**src/rtl/ps2_pkg.sv**
```systemverilog
// Shared PS/2 definitions: host-TX FSM states, keyboard command/response bytes, frame size.
// Latency: n/a (types and constants only).
// Backpressure: n/a.
package ps2_pkg;

  typedef enum logic [2:0] {
    IDLE      = 3'd0,
    INHIBIT   = 3'd1,
    REQ       = 3'd2,
    WAIT_IDLE = 3'd3,
    FAIL      = 3'd4
  } ps2_state_e;

  localparam logic [7:0] PS2_CMD_SET_LEDS = 8'hED;
  localparam logic [7:0] PS2_CMD_RESET    = 8'hFF;
  localparam logic [7:0] PS2_CMD_ENABLE   = 8'hF4;
  localparam logic [7:0] PS2_RSP_ACK      = 8'hFA;

  // Host frame: 8 data bits, parity, stop, then the device's ack slot.
  localparam int PS2_FRAME_BITS = 11;

  // PS/2 uses odd parity: the parity bit makes the total count of ones odd.
  function automatic logic odd_parity(input logic [7:0] d);
    return ~^d;
  endfunction

endpackage

```
**src/rtl/ps2_line_sync.sv**
```systemverilog
// Two-flop synchroniser for the PS/2 clock and data pins, plus clock falling-edge detect.
// Latency: synced levels lag the pins by 2 px_clk; clk_fe is seen 2-3 cycles after the pin falls.
// Backpressure: none; free-running, sync flops reset to 1 (idle line level).
module ps2_line_sync (
  input  logic px_clk,
  input  logic clr,
  input  logic clk_pin,
  input  logic data_pin,
  output logic clk_sync,
  output logic data_sync,
  output logic clk_fe
);

  logic [1:0] clk_ff;
  logic [1:0] data_ff;
  logic       clk_prev;

  // Double-register both pins and keep one extra clock sample for edge detection.
  always_ff @(posedge px_clk or posedge clr) begin
    if (clr) begin
      clk_ff   <= 2'b11;
      data_ff  <= 2'b11;
      clk_prev <= 1'b1;
    end else begin
      clk_ff   <= {clk_ff[0], clk_pin};
      data_ff  <= {data_ff[0], data_pin};
      clk_prev <= clk_ff[1];
    end
  end

  assign clk_sync  = clk_ff[1];
  assign data_sync = data_ff[1];
  assign clk_fe    = clk_prev & ~clk_ff[1];

endmodule

```
**src/rtl/ps2_host_tx.sv**
```systemverilog
// PS/2 host-to-device transmitter: inhibit, request-to-send, clock out byte+parity, check ack.
// Latency: INHIBIT_CYCLES + 11 device clocks + line-idle wait; done/error are 1-cycle pulses.
// Backpressure: tx_ready only in IDLE; optional retry-once on failure under PS2_TX_RETRY_EN.
module ps2_host_tx #(
  parameter int INHIBIT_CYCLES = 1600,
  parameter int TIMEOUT_CYCLES = 240000,
  parameter int CNT_W          = 18
) (
  input  logic       px_clk,
  input  logic       clr,
  input  logic [7:0] tx_data,
  input  logic       tx_valid,
  output logic       tx_ready,
  output logic       busy,
  output logic       done,
  output logic       error,
  input  logic       ps2_clk_in,
  input  logic       ps2_data_in,
  output logic       ps2_clk_oe,
  output logic       ps2_data_oe
);

  import ps2_pkg::*;

  localparam logic [CNT_W-1:0] INH_LAST = CNT_W'(INHIBIT_CYCLES - 1);
  localparam logic [CNT_W-1:0] TO_LAST  = CNT_W'(TIMEOUT_CYCLES - 1);
  localparam logic [3:0]       ACK_IDX  = 4'(PS2_FRAME_BITS - 1);

  ps2_state_e       state;
  ps2_state_e       state_nxt;
  logic [CNT_W-1:0] cnt;
  logic [3:0]       bit_idx;
  logic [8:0]       frame;
  logic             clk_s;
  logic             data_s;
  logic             clk_fe;
  logic             accept;
  logic             inh_end;
  logic             timeout;
  logic             last_edge;

`ifdef PS2_TX_RETRY_EN
  logic             retry;
`endif

  ps2_line_sync u_sync (
    .px_clk    (px_clk),
    .clr       (clr),
    .clk_pin   (ps2_clk_in),
    .data_pin  (ps2_data_in),
    .clk_sync  (clk_s),
    .data_sync (data_s),
    .clk_fe    (clk_fe)
  );

  assign tx_ready   = (state == IDLE);
  assign busy       = (state != IDLE);
  assign accept     = tx_valid & tx_ready;
  assign ps2_clk_oe = (state == INHIBIT);
  // One counter serves both phases: inhibit length, then request-to-ack timeout.
  assign inh_end    = (cnt == INH_LAST);
  assign timeout    = (cnt == TO_LAST);
  assign last_edge  = (bit_idx == ACK_IDX);

  // State register.
  always_ff @(posedge px_clk or posedge clr) begin
    if (clr) state <= IDLE;
    else     state <= state_nxt;
  end

  // Next-state and pulse outputs; a timeout takes priority over a coincident clock edge.
  always_comb begin
    state_nxt = state;
    done      = 1'b0;
    error     = 1'b0;
    case (state)
      IDLE: begin
        if (tx_valid) state_nxt = INHIBIT;
      end
      INHIBIT: begin
        if (inh_end) state_nxt = REQ;
      end
      REQ: begin
        if (timeout)                   state_nxt = FAIL;
        else if (clk_fe && last_edge)  state_nxt = data_s ? FAIL : WAIT_IDLE;
      end
      WAIT_IDLE: begin
        if (timeout) begin
          state_nxt = FAIL;
        end else if (clk_s && data_s) begin
          done      = 1'b1;
          state_nxt = IDLE;
        end
      end
      FAIL: begin
`ifdef PS2_TX_RETRY_EN
        if (retry) begin
          error     = 1'b1;
          state_nxt = IDLE;
        end else begin
          state_nxt = INHIBIT;
        end
`else
        error     = 1'b1;
        state_nxt = IDLE;
`endif
      end
      default: state_nxt = IDLE;
    endcase
  end

  // Datapath: latch the frame, run the shared counter, and drive data after each clock fall.
  always_ff @(posedge px_clk or posedge clr) begin
    if (clr) begin
      cnt         <= '0;
      bit_idx     <= '0;
      frame       <= '0;
      ps2_data_oe <= 1'b0;
    end else begin
      case (state)
        IDLE: begin
          cnt         <= '0;
          bit_idx     <= '0;
          ps2_data_oe <= 1'b0;
          if (accept) frame <= {odd_parity(tx_data), tx_data};
        end
        INHIBIT: begin
          if (inh_end) begin
            // Start bit goes out as the clock is released; timeout starts from here.
            cnt         <= '0;
            bit_idx     <= '0;
            ps2_data_oe <= 1'b1;
          end else begin
            cnt <= cnt + CNT_W'(1);
          end
        end
        REQ: begin
          cnt <= cnt + CNT_W'(1);
          if (state_nxt == FAIL) begin
            ps2_data_oe <= 1'b0;
          end else if (clk_fe) begin
            bit_idx <= bit_idx + 4'd1;
            // Edges 1..9 shift out data LSB first then parity; edge 10 releases for the stop bit.
            if (bit_idx < 4'd9) ps2_data_oe <= ~frame[bit_idx];
            else                ps2_data_oe <= 1'b0;
          end
        end
        WAIT_IDLE: begin
          cnt         <= cnt + CNT_W'(1);
          ps2_data_oe <= 1'b0;
        end
        default: begin
          cnt         <= '0;
          bit_idx     <= '0;
          ps2_data_oe <= 1'b0;
        end
      endcase
    end
  end

`ifdef PS2_TX_RETRY_EN
  // Retry flag: armed by the first failure, cleared by a new byte or a successful send.
  always_ff @(posedge px_clk or posedge clr) begin
    if (clr)                   retry <= 1'b0;
    else if (accept || done)   retry <= 1'b0;
    else if (state == FAIL)    retry <= 1'b1;
  end
`endif

endmodule

```
**config.mk**
```make
export PLATFORM = sky130hd
export DESIGN_NAME = ps2_host_tx
export DESIGN_NICKNAME = d
export VERILOG_FILES = /design/src/rtl/ps2_pkg.sv /design/src/rtl/ps2_line_sync.sv /design/src/rtl/ps2_host_tx.sv
export SDC_FILE = /design/constraint.sdc
export NUM_CORES = 1
export LEC_CHECK = 0
export ABC_AREA = 1
export ABC_CLOCK_PERIOD_IN_PS = 1700
export BUFFER_PORTS_ARGS = -buffer_cell sky130_fd_sc_hd__buf_4
export CORE_ASPECT_RATIO = 2
export CORE_UTILIZATION = 24
export CTS_CLUSTER_DIAMETER = 200
export DETAILED_ROUTE_END_ITERATION = 10
export GPL_ROUTABILITY_DRIVEN = 0
export HOLD_SLACK_MARGIN = 0.02
export PLACE_DENSITY = 0.42
export SYNTH_ARGS = -nofsm -noshare
export SYNTH_HDL_FRONTEND = slang
export SYNTH_SLANG_ARGS = --single-unit
```
**constraint.sdc**
```tcl
create_clock -name px_clk -period 1.7 [get_ports px_clk]
set_input_delay 0.34 -clock px_clk [delete_from_list [all_inputs] [get_ports px_clk]]
set_output_delay 0.34 -clock px_clk [all_outputs]
set_load 0.05 [all_outputs]
```
; Yosys cells after proc, flatten, opt, wreduce, memory -nomap -nowiden
; Cells that the tools add are included.
; W data, S select, Z words.
[totals]
mem_bits_rw = 0
out_inout_bits = 6
reg_bits = 40
romBits = 0
mem_count = 0
word_cells = 63
latchBits = 0
[classes]
n_shift = 0
n_reduce_logical = 9
div_mod_pow = 0
multipliers = 0
bitwise = 5
add_sub_neg = 2
order_cmp = 2
mux = 25
n_eq_ne = 12
[op_table]
columns = cell, count
row1 = $pmux W18 S2, 1
row2 = $mux W3, 7
row3 = $add A18 B1 Y18 const B, 1
row4 = $eq A18 B11 Y1 const B, 1
row5 = $eq A18 B18 Y1 const B, 1
row6 = $mux W18, 1
row7 = $mux W4, 3
row8 = $pmux W3 S4, 1
row9 = $pmux W4 S3, 1
row10 = $mux W1, 9
row11 = $reduce_xnor A8 Y1, 1
row12 = $eq A3 B2 Y1 const B, 2
row13 = $eq A3 B3 Y1 const B, 2
row14 = $lt A4 B5 Y1 const B, 1
row15 = $add A4 B1 Y4 const B, 1
row16 = $bmux W1 S4, 1
row17 = $eq A4 B4 Y1 const B, 1
row18 = $lt A4 B4 Y1 const B, 1
row19 = $ne A2 B2 Y1 const B, 2
row20 = $reduce_and A2 Y1, 2
row21 = $reduce_and A4 Y1, 1
row22 = $eq A3 B1 Y1 const B, 1
row23 = $logic_not A3 Y1, 1
row24 = $ne A3 B3 Y1 const B, 1
row25 = 7 further kinds, 11

; Longest topological paths before layout
; Gate-level depths: netlist (run 1).
[logic_depth]
word_depth = 9
mapped_depth = 13
ltp_nobuf = 13

; Modules after synthesis
; A second synthesis (run 1) with hierarchy kept.
[unflattened]
hier_cells = 290
area_unflattened_um2 = 2262.2
[modules_own_cells]
columns = module, cells_each, instances, area_each_um2, seq_area_each_um2
row1 = ps2_host_tx, 282, 1, 2117.0, 875.8
row2 = ps2_line_sync, 8, 1, 145.1, 131.4

; Least setup slack after synthesis (run 1)
; No wires, ideal clock.
[synth_timing]
path_type = flip-flop to output port
start = reg cnt[0]
end = out done
t_arrival_ns = 1.681
setup_slack_ns = -0.321
path_stages_with_launch = 6
path_cell_list = dfrtp_1 > ha_1 > inv_1 > nor3_4 > a31o_2 > nor2_1
[synth_via]
elab_chain_cells = 3
[synth_rtl]
columns = element, line
row1 = "start, declared", ps2_host_tx.sv:31  ; logic [CNT_W-1:0] cnt;
row2 = "start signal, assigned", ps2_host_tx.sv:134  ; cnt <= cnt + CNT_W'(1);
row3 = "start signal, assigned", ps2_host_tx.sv:138  ; cnt <= cnt + CNT_W'(1);
row4 = "start signal, assigned", ps2_host_tx.sv:149  ; cnt <= cnt + CNT_W'(1);
row5 = $eq A18 B18 Y1, ps2_host_tx.sv:62  ; assign timeout = (cnt == TO_LAST);
row6 = $mux W1, ps2_host_tx.sv:88  ; if (timeout) begin
row7 = $mux W1, ps2_host_tx.sv:76  ; case (state)
row8 = "end, declared", ps2_host_tx.sv:15  ; output logic done,
; No other way between the ends.

; Worst setup path in the final report (run 1)
[layout_timing]
start = reg cnt[1]
end = out done
; Same word-level chain as after synthesis.

==> impl_metrics.py, run 1 <==
metrics = {
    "placement": {
        "portBuffers": 18,
        "hpwl_um": 5280,
        "dp_slack_ns": -0.0233,
        "place_inst": 487,
        "placed_area_um2": 2920,
    },
    "logic_synthesis": {
        "synth_top_cell_by_area": "dfrtp_1",
        "synthCells": 307,
        "synth_flop_cell": "dfrtp_1",
        "ys_seq_elements": 40,
        "yosys-top-cells-area": "dfrtp_1, nand2_1, dfstp_2, nor2_1, inv_1",
        "synth_cell_types": 36,
        "syn_area_um2": 2360,
        "synth-edff-count": 0,
        "yosys_warnings": 0,
        "yosysTopAreaCellShare": 0.371,
        "synthArstFlopShare": 1.00,
        "avgSynthCellArea_um2": 7.68,
        "ys_seq_area_frac": 0.427,
        "synth_nets": 324,
    },
    "critical_path": {
        "crit_type": "reg2out",
        "reg2reg_depth": 9,
        "cp_max_fo": 2,
        "endpoint_kind": "primary output",
        "worstPathRequired_ns": 1.36,
        "cp_data_arrival_time_ns": 1.51,
        "rr_startpoint": "cnt[1]",
        "reg2reg_to": "cnt[16]",
        "cp-start-kind": "flop",
        "reg2reg_slack_ns": -0.02,
    },
    "clocking": {
        "clkSinkCount": 40,
        "clock_path_buffers": 2,
        "clock_latency_ns": 0.29,
        "clk_pin_slew_worst_paths_ns": 0.07,
        "cts_tree": "yes",
        "cts-hold-fix-buffers": 0,
        "cts_buffers": 5,
        "root_buffer": "clkbuf_16",
        "cts.htree.levels": 2,
    },
    "power": {
        "leakage_nw": 1.50,
        "p_comb_frac": 0.054,
        "ir_drop_v": 0.000509,
        "p_switching_mw": 0.467,
        "pwr-share-clk": 0.470,
        "p_int_mw": 1.61,
        "powerDensity_nw_per_um2": 634,
        "seqPwrFrac": 0.476,
        "swShare": 0.225,
        "total_power_mw": 2.08,
    },
    "sta": {
        "finalHoldViolations": 0,
        "relSlewSlack": 0.791,
        "clock_skew_ns": 0.00851,
        "fin_ws_ns": -0.147,
        "period_share": 1.09,
        "fmax_ghz": 0.541,
        "tightest_slew_ns": 0.311,
        "rsz0062_at_grt": "true",
        "finalSetupViolations": 3,
        "hold_ws_ns": 0.0773,
        "layout_min_cycle_time_ns": 1.85,
        "slew_viol_final": 0,
        "setup-tns-final_ns": -0.182,
    },
    "detailed_routing": {
        "via_count": 2225,
        "ant_nets": 0,
        "firstDrtPassIters": 5,
        "drc": 0,
        "via_per_inst": 4.41,
        "routedWlPerCell_um": 13.4,
        "finalWirelength_um": 6780,
        "drt-initial-drc-count": 56,
    },
    "final_layout": {
        "multiInputGateArea_um2": 1320,
        "drive_gt1_frac": 0.358,
        "antenna_cells": 0,
        "final_common_cell": "nand2_1",
        "nets": 390,
        "post-route-util": 0.347,
        "final_cells": 504,
        "final_cell_mix": "nand2_1, buf_4, dfrtp_1, nor2_1, inv_1",
        "final-seq-area_um2": 1010,
        "syn_to_final_growth_pct": 39.0,
        "fill_cells": 1032,
        "design_area_um2": 3280,
    },
    "floorplanning": {
        "row_count": 50,
        "ios": 19,
        "core_um2": 9450,
        "die-area_um2": 10300,
        "die_width_um": 72.1,
        "die_y_um": 142,
        "start_util": 0.250,
    },
    "grt": {
        "grt-ovfl-total": 0,
        "grt_antenna_before_repair": 0,
        "grt_max_degree": 41,
        "grt_pass1_wl_um": 11100,
        "grt_usage": 0.147,
        "grt_pass1_vias": 2298,
    },
    "status": {
        "status": "finished with violations",
        "violations": "setup timing",
    },
    "hold_path": {
        "hp-class": "in2async",
    },
    "job": {
        "drv_cap": 0,
    },
}
==> synth_stat cells (4+ instances only) <==
| cell type | n |
|---|---|
| nand2_1 | 87 |
| dfrtp_1 | 35 |
| nor2_1 | 33 |
| inv_1 | 32 |
| nand3_1 | 15 |
| a21oi_1 | 11 |
| nand4_1 | 8 |
| nor3_1 | 8 |
| inv_2 | 7 |
| o21ai_0 | 7 |
| xnor2_1 | 7 |
| nor2_2 | 6 |
| xor2_1 | 6 |
| dfstp_2 | 5 |
| o21ai_1 | 5 |
| ha_1 | 4 |
==> power groups by stage <==
stage / logic (mW) / registers (mW) / clock network, mW
after detailed placement: 0.115 / 1.01 / 0
after global placement: 0.114 / 1.01 / 0
after floorplan: 0.0650 / 1.00 / 0
after global routing: 0.128 / 0.991 / 1.05
final: 0.112 / 0.989 / 0.978
after CTS: 0.115 / 0.989 / 1.01
==> cell families (layout without fill, tap and decap cells) <==
| logic type | after synthesis | count (layout) | synth area share |
|---|---|---|---|
| flip-flops | 40 | 40 | 0.427 |
| XOR/XNOR | 13 | 13 | 0.0483 |
| AO/OA/AOI/OAI | 32 | 32 | 0.0796 |
| AND/OR/NAND/NOR | 176 | 176 | 0.355 |
| adder cells (fa/ha/maj) | 4 | 4 | 0.0212 |
| buffers and inverters | 42 | 109 | 0.0684 |
==> final cells by class <==
cell class,count,share of cell area
Multi-Input combinational cell,225,0.404
Sequential cell,40,0.308
Timing Repair Buffer,60,0.146
Tap cell,130,0.0496
Inverter,41,0.0477
Clock buffer,6,0.0424
Clock inverter,2,0.00305
==> worst max-delay path, stage by stage (launching register included) <==
cell	delay, ns
dfrtp_1	0.36
ha_2	0.19
inv_2	0.05
nor3_4	0.24
a31o_4	0.20
nor2_2	0.04
buf_6	0.14
==> timing repair <==
action / in CTS / in global routing
buffers inserted: 8 / 3
setup endpoints to repair: 5 / 22
pin swaps: 8 / 10
gates cloned: 0 / 0
resized for setup: 18 / 21
==> metal layers <==
metal / share of wire / GRT usage / vias to the layer above
li1: - / - / 1117
met1: 0.33 / 0.124 / 1056
met2: 0.61 / 0.298 / 34
met3: 0.026 / 0.0269 / 18
met4: 0.039 / 0.0877 / 0
met5: 0 / 0 / -
==> how the worst max path moves through the flow <==
| stage | slack (ns) | cells after the start | start | end |
|---|---|---|---|---|
| finish | -0.15 | 6 | cnt[1] | done |
| global route | -0.21 | 7 | cnt[6] | done |
| CTS | -0.16 | 6 | cnt[1] | done |
| floorplan | -0.1 | 6 | state[2] | done |
| global placement | -0.02 | 9 | cnt[1] | cnt[4] |
| detailed placement | -0.02 | 9 | cnt[1] | cnt[12] |
==> flip-flops by register name (all words and copies together), names as in the netlist <==
| register | flops |
|---|---|
| bit_idx | 4 |
| cnt | 18 |
| frame | 9 |
| ps2_data_oe | 1 |
| state | 3 |
| u_sync.clk_ff | 2 |
| u_sync.clk_prev | 1 |
| u_sync.data_ff | 2 |
Power figures use the tool's default switching activity.
==> inputs of run 2 (changes only) <==
--- a/config.mk
+++ b/config.mk
@@ -7,7 +7,7 @@
 export LEC_CHECK = 0
 export ABC_AREA = 1
 export ABC_CLOCK_PERIOD_IN_PS = 1700
-export BUFFER_PORTS_ARGS = -buffer_cell sky130_fd_sc_hd__buf_4
+export BUFFER_PORTS_ARGS = -buffer_cell sky130_fd_sc_hd__buf_2
 export CORE_ASPECT_RATIO = 2
 export CORE_UTILIZATION = 24
 export CTS_CLUSTER_DIAMETER = 200
==> run 2 against run 1 <==
The run still ends with setup timing left; wire length is 3.2% higher; hold slack worse by 0.0068 ns; first-iteration DRC count is 5.4% higher; power is 3.1% lower; critical endpoint unchanged.
==> impl_metrics.py, run 2 (synthesis gave the netlist of run 1 again) <==
metrics = {
    "status": {
        "status": "finished with violations",
        "violations": "setup timing",
    },
    "clocking": {
        "cts_buffers": 5,
        "root_buffer": "clkbuf_16",
        "clock_latency_ns": 0.28,
        "clkSinkCount": 40,
        "cts.htree.levels": 2,
        "clk_pin_slew_worst_paths_ns": 0.06,
        "clock_path_buffers": 2,
        "cts_tree": "yes",
    },
    "power": {
        "p_comb_frac": 0.051,
        "p_switching_mw": 0.446,
        "leakage_nw": 1.48,
        "pwr-share-clk": 0.458,
        "seqPwrFrac": 0.491,
        "powerDensity_nw_per_um2": 613,
        "swShare": 0.221,
        "ir_drop_v": 0.000474,
        "p_int_mw": 1.57,
    },
    "sta": {
        "relSlewSlack": 0.769,
        "rsz0062_at_grt": "true",
        "setup-tns-final_ns": -0.241,
        "finalSetupViolations": 3,
        "hold_ws_ns": 0.0705,
        "tightest_slew_ns": 0.344,
        "layout_min_cycle_time_ns": 1.89,
        "period_share": 1.11,
        "fin_ws_ns": -0.191,
        "finalHoldViolations": 0,
        "fmax_ghz": 0.529,
        "clock_skew_ns": 0.00718,
        "slew_viol_final": 0,
    },
    "detailed_routing": {
        "ant_nets": 0,
        "drc": 0,
        "via_count": 2251,
        "firstDrtPassIters": 4,
        "routedWlPerCell_um": 13.7,
        "via_per_inst": 4.42,
        "drt-initial-drc-count": 59,
        "finalWirelength_um": 6990,
    },
    "hold_path": {
        "hp-class": "in2async",
    },
    "critical_path": {
        "crit_type": "reg2out",
        "crit_family": "flip-flops",
        "worstPathRequired_ns": 1.36,
        "crit_buf_inv": 2,
        "cpMaxStageDelayCell": "dfrtp_1",
        "path_cells": "ha_2, inv_2, nor3_4, a31o_2, nor2_2, buf_6",
        "cp-start-kind": "flop",
        "cp_max_fo": 3,
        "endpoint_kind": "primary output",
        "reg2reg_depth": 12,
        "cp_data_arrival_time_ns": 1.55,
        "critPathMaxStageDelay_ns": 0.36,
        "cp.depth": 6,
    },
    "grt": {
        "grt_pass1_wl_um": 11000,
        "grt_antenna_before_repair": 0,
        "grt_max_degree": 41,
        "grt_usage": 0.148,
        "grt_pass1_vias": 2274,
        "grt-ovfl-total": 0,
    },
    "floorplanning": {
        "ios": 19,
        "die-area_um2": 10300,
        "start_util": 0.250,
        "core_um2": 9450,
        "row_count": 50,
        "die_width_um": 72.1,
        "die_y_um": 142,
    },
    "final_layout": {
        "antenna_cells": 0,
        "post-route-util": 0.348,
        "drive_gt1_frac": 0.364,
        "syn_to_final_growth_pct": 39.3,
        "final_common_cell": "nand2_1",
        "largest_reg_flops": 18,
        "nets": 395,
        "reg_top3": "cnt x18, frame x9, bit_idx x4",
        "regMostFlops": "cnt",
        "final_cell_mix": "nand2_1, buf_4, dfrtp_1, nor2_1, inv_1",
    },
    "placement": {
        "portBuffers": 18,
        "hpwl_um": 5490,
    },
    "job": {
        "drv_cap": 0,
    },
}
## run 2: path summary, 6_finish.rpt
path                                         from                 to  slack (ns)
worst min-delay path                          clr            cnt[10]        0.07
min in group px_clk                   ps2_data_in  u_sync.data_ff[0]        0.16
worst max-delay path                       cnt[1]               done       -0.19
worst min register to register  u_sync.data_ff[0]  u_sync.data_ff[1]        0.36
worst max register to register             cnt[1]        ps2_data_oe       -0.04
max in group asynchronous                     clr   u_sync.clk_ff[1]        1.36
## run 2: per-layer routing
metal / GRT usage / part of all wire
met5: 0 / 0
met4: 0.103 / 0.055
met3: 0.0255 / 0.023
met2: 0.294 / 0.60
met1: 0.124 / 0.32
## run 2: what timing repair did
item	in CTS	in global routing
hold buffers	0	0
hold endpoints to repair	0	0
setup buffers	3	7
pin swaps	5	15
resized for setup	13	33
endpoints found under the setup margin	6	15
## run 2: power by group through the flow
stage / clock, mW / sequential (mW) / combinational, mW
global placement: 0 / 1.01 / 0.104
CTS: 0.959 / 0.989 / 0.105
global route: 0.990 / 0.992 / 0.119
detailed placement: 0 / 1.01 / 0.105
finish: 0.923 / 0.989 / 0.102
floorplan: 0 / 1.00 / 0.0650
## run 2: worst min-delay path: stages
cell      delay, ns
buf_2          0.10
clkinv_1       0.06
buf_12         0.23
## run 2: per-stage QoR
step,power (mW),setup slack (ns),instances,instance area [um2]
after floorplan,1.07,-0.0972,307,2370
after detailed placement,1.11,-0.0125,492,2910
after global routing,2.10,-0.237,509,3280
after global placement,1.11,-0.00811,492,2910
final,2.01,-0.191,509,3280
after CTS,2.05,-0.187,502,3100
## run 2: final cells by class
type | instances | area (um2)
inverters | 41 | 159
well taps | 130 | 163
clock inverters | 1 | 5.00
flip-flops and latches | 40 | 1010
fillers | 1019 | 6160
repair buffers | 65 | 487
clock buffers | 7 | 133
multi-input cells | 225 | 1330
==> inputs of run 3 (changes only) <==
--- a/config.mk
+++ b/config.mk
@@ -14,7 +14,7 @@
 export DETAILED_ROUTE_END_ITERATION = 10
 export GPL_ROUTABILITY_DRIVEN = 0
 export HOLD_SLACK_MARGIN = 0.02
-export PLACE_DENSITY = 0.42
+export SLEW_MARGIN = 5
 export SYNTH_ARGS = -nofsm -noshare
 export SYNTH_HDL_FRONTEND = slang
 export SYNTH_SLANG_ARGS = --single-unit
==> run 3 against run 2 <==
Clock power up 5.9%; sequential power about the same; first-iteration DRC count is 41% higher; fmax grew 4.7%; the flow still finishes with violations (setup timing); sequential share of layout area is 0.35 points higher; combinational power is essentially flat; largest cell class unchanged; sequential cell count is the same; count of clock-buffer cells in the layout is 1 lower.
==> impl_metrics.py, run 3 (synthesis gave the netlist of run 1 again) <==
metrics = {
    "final_layout": {
        "design_area_um2": 3250,
        "syn_to_final_growth_pct": 37.9,
        "reg_top3": "cnt x18, frame x9, bit_idx x4",
        "final_cell_mix": "nand2_1, buf_4, dfrtp_1, inv_1, nor2_1",
        "final_common_cell": "nand2_1",
        "final_cells": 504,
        "drive_gt1_frac": 0.374,
        "largest_reg_flops": 18,
        "nets": 390,
        "regMostFlops": "cnt",
        "antenna_cells": 0,
    },
    "job": {
        "drv_cap": 0,
    },
    "detailed_routing": {
        "drc": 0,
        "firstDrtPassIters": 4,
        "via_count": 2252,
        "drt-initial-drc-count": 83,
        "ant_nets": 0,
        "finalWirelength_um": 6130,
        "via_per_inst": 4.47,
        "routedWlPerCell_um": 12.2,
    },
    "critical_path": {
        "cp_max_fo": 3,
        "crit_family": "flip-flops",
        "crit_type": "reg2out",
        "worstPathRequired_ns": 1.36,
        "crit_buf_inv": 2,
        "path_cells": "nand2_2, inv_1, nand2_2, nor2_4, a31o_4, nor2_4, buf_6",
        "cp_data_arrival_time_ns": 1.47,
        "cp-start-kind": "flop",
        "cpMaxStageDelayCell": "dfrtp_1",
        "endpoint_kind": "primary output",
        "reg2reg_slack_ns": 0.07,
        "critPathMaxStageDelay_ns": 0.42,
    },
    "sta": {
        "fin_ws_ns": -0.107,
        "finalSetupViolations": 1,
        "relSlewSlack": 0.652,
        "rsz0062_at_grt": "true",
        "hold_ws_ns": 0.154,
        "fmax_ghz": 0.553,
        "finalHoldViolations": 0,
        "period_share": 1.06,
        "slew_viol_final": 0,
        "tightest_slew_ns": 0.521,
        "layout_min_cycle_time_ns": 1.81,
        "clock_skew_ns": 0.00731,
    },
    "hold_path": {
        "hp-class": "in2reg",
    },
    "placement": {
        "placed_area_um2": 2790,
        "hpwl_um": 4600,
        "dp_slack_ns": 0.0230,
        "place_inst": 478,
        "portBuffers": 18,
    },
    "grt": {
        "grt_usage": 0.127,
        "grt_antenna_before_repair": 0,
        "grt-ovfl-total": 0,
        "grt_pass1_vias": 2241,
        "grt_max_degree": 41,
        "grt_pass1_wl_um": 10100,
    },
    "clocking": {
        "root_buffer": "clkbuf_16",
        "cts_buffers": 5,
        "cts-hold-fix-buffers": 0,
        "clkSinkCount": 40,
        "clock_latency_ns": 0.29,
        "cts.htree.levels": 2,
        "cts_tree": "yes",
        "clk_pin_slew_worst_paths_ns": 0.06,
        "clock_path_buffers": 2,
    },
    "floorplanning": {
        "ios": 19,
        "die_width_um": 72.1,
        "die-area_um2": 10300,
        "row_count": 50,
        "core_um2": 9450,
        "die_y_um": 142,
        "start_util": 0.250,
    },
    "power": {
        "powerDensity_nw_per_um2": 635,
        "ir_drop_v": 0.000544,
        "leakage_nw": 1.45,
    },
    "status": {
        "status": "finished with violations",
        "violations": "setup timing",
    },
}
run 3: cell count changes in the layout (fill, tap and decap cells not counted), moves of 2 or more:
cell,change
buf_4,-3
clkbuf_1,-2
clkinvlp_4,+2
nor2_1,-3
nor2_4,+3
o21ai_1,-2
run 3: where the power goes:
part	internal (mW)	total, mW	switching [mW]	leakage [nW]
clock	0.584	0.977	0.393	0.0691
combinational	0.0415	0.0987	0.0573	0.879
sequential	0.979	0.989	0.0103	0.500
total	1.60	2.06	0.460	1.45
run 3: what timing repair did:
item | 4_1_cts | 5_1_grt
setup endpoints to repair | 4 | 11
pin swaps | 1 | 15
endpoints found under the hold margin | 0 | 0
resized for setup | 10 | 40
setup buffers | 2 | 16
run 3: routing by layer:
metal / vias to the layer above / global-route usage / part of all wire
met5: - / 0 / 0
met4: 0 / 0.0774 / 0.050
met2: 68 / 0.241 / 0.56
met3: 22 / 0.0220 / 0.032
met1: 1045 / 0.123 / 0.36
li1: 1117 / - / -
run 3: path summary, 6_finish.rpt:
path / startpoint / endpoint / cells after the start
max: cnt[15] / done / 7
min: ps2_clk_in / u_sync.clk_ff[0] / 1
max reg2reg: cnt[0] / cnt[12] / 9
min reg2reg: u_sync.clk_ff[0] / u_sync.clk_ff[1] / 0
max in group asynchronous: clr / cnt[12] / 3
min in group asynchronous: clr / cnt[3] / 3
run 3: final cells by class:
cell class,instances,area (um2)
Inverter,41,161
Tap cell,130,163
Clock buffer,6,139
Clock inverter,2,15.0
Timing Repair Buffer,60,430
Sequential cell,40,1010
Multi-Input combinational cell,225,1330
Fill cell,988,6190
run 3: metrics by stage:
step	power, mW	setup TNS, ns	util
after floorplan	1.07	-0.0972	-
after global placement	1.10	0	0.296
after detailed placement	1.11	0	0.296
after CTS	2.08	-0.142	0.316
after global routing	2.14	-0.418	0.344
final	2.06	-0.107	0.344
run 3: worst register-to-register path, stage by stage (launching register included):
cell and delay (ns):
dfrtp_1 0.35, ha_2 0.19, inv_2 0.05, nor3_4 0.19, buf_4 0.19, nand4_2 0.16, nor2_4 0.14, nand2_1 0.07
o21ai_1 0.12, a21oi_1 0.05
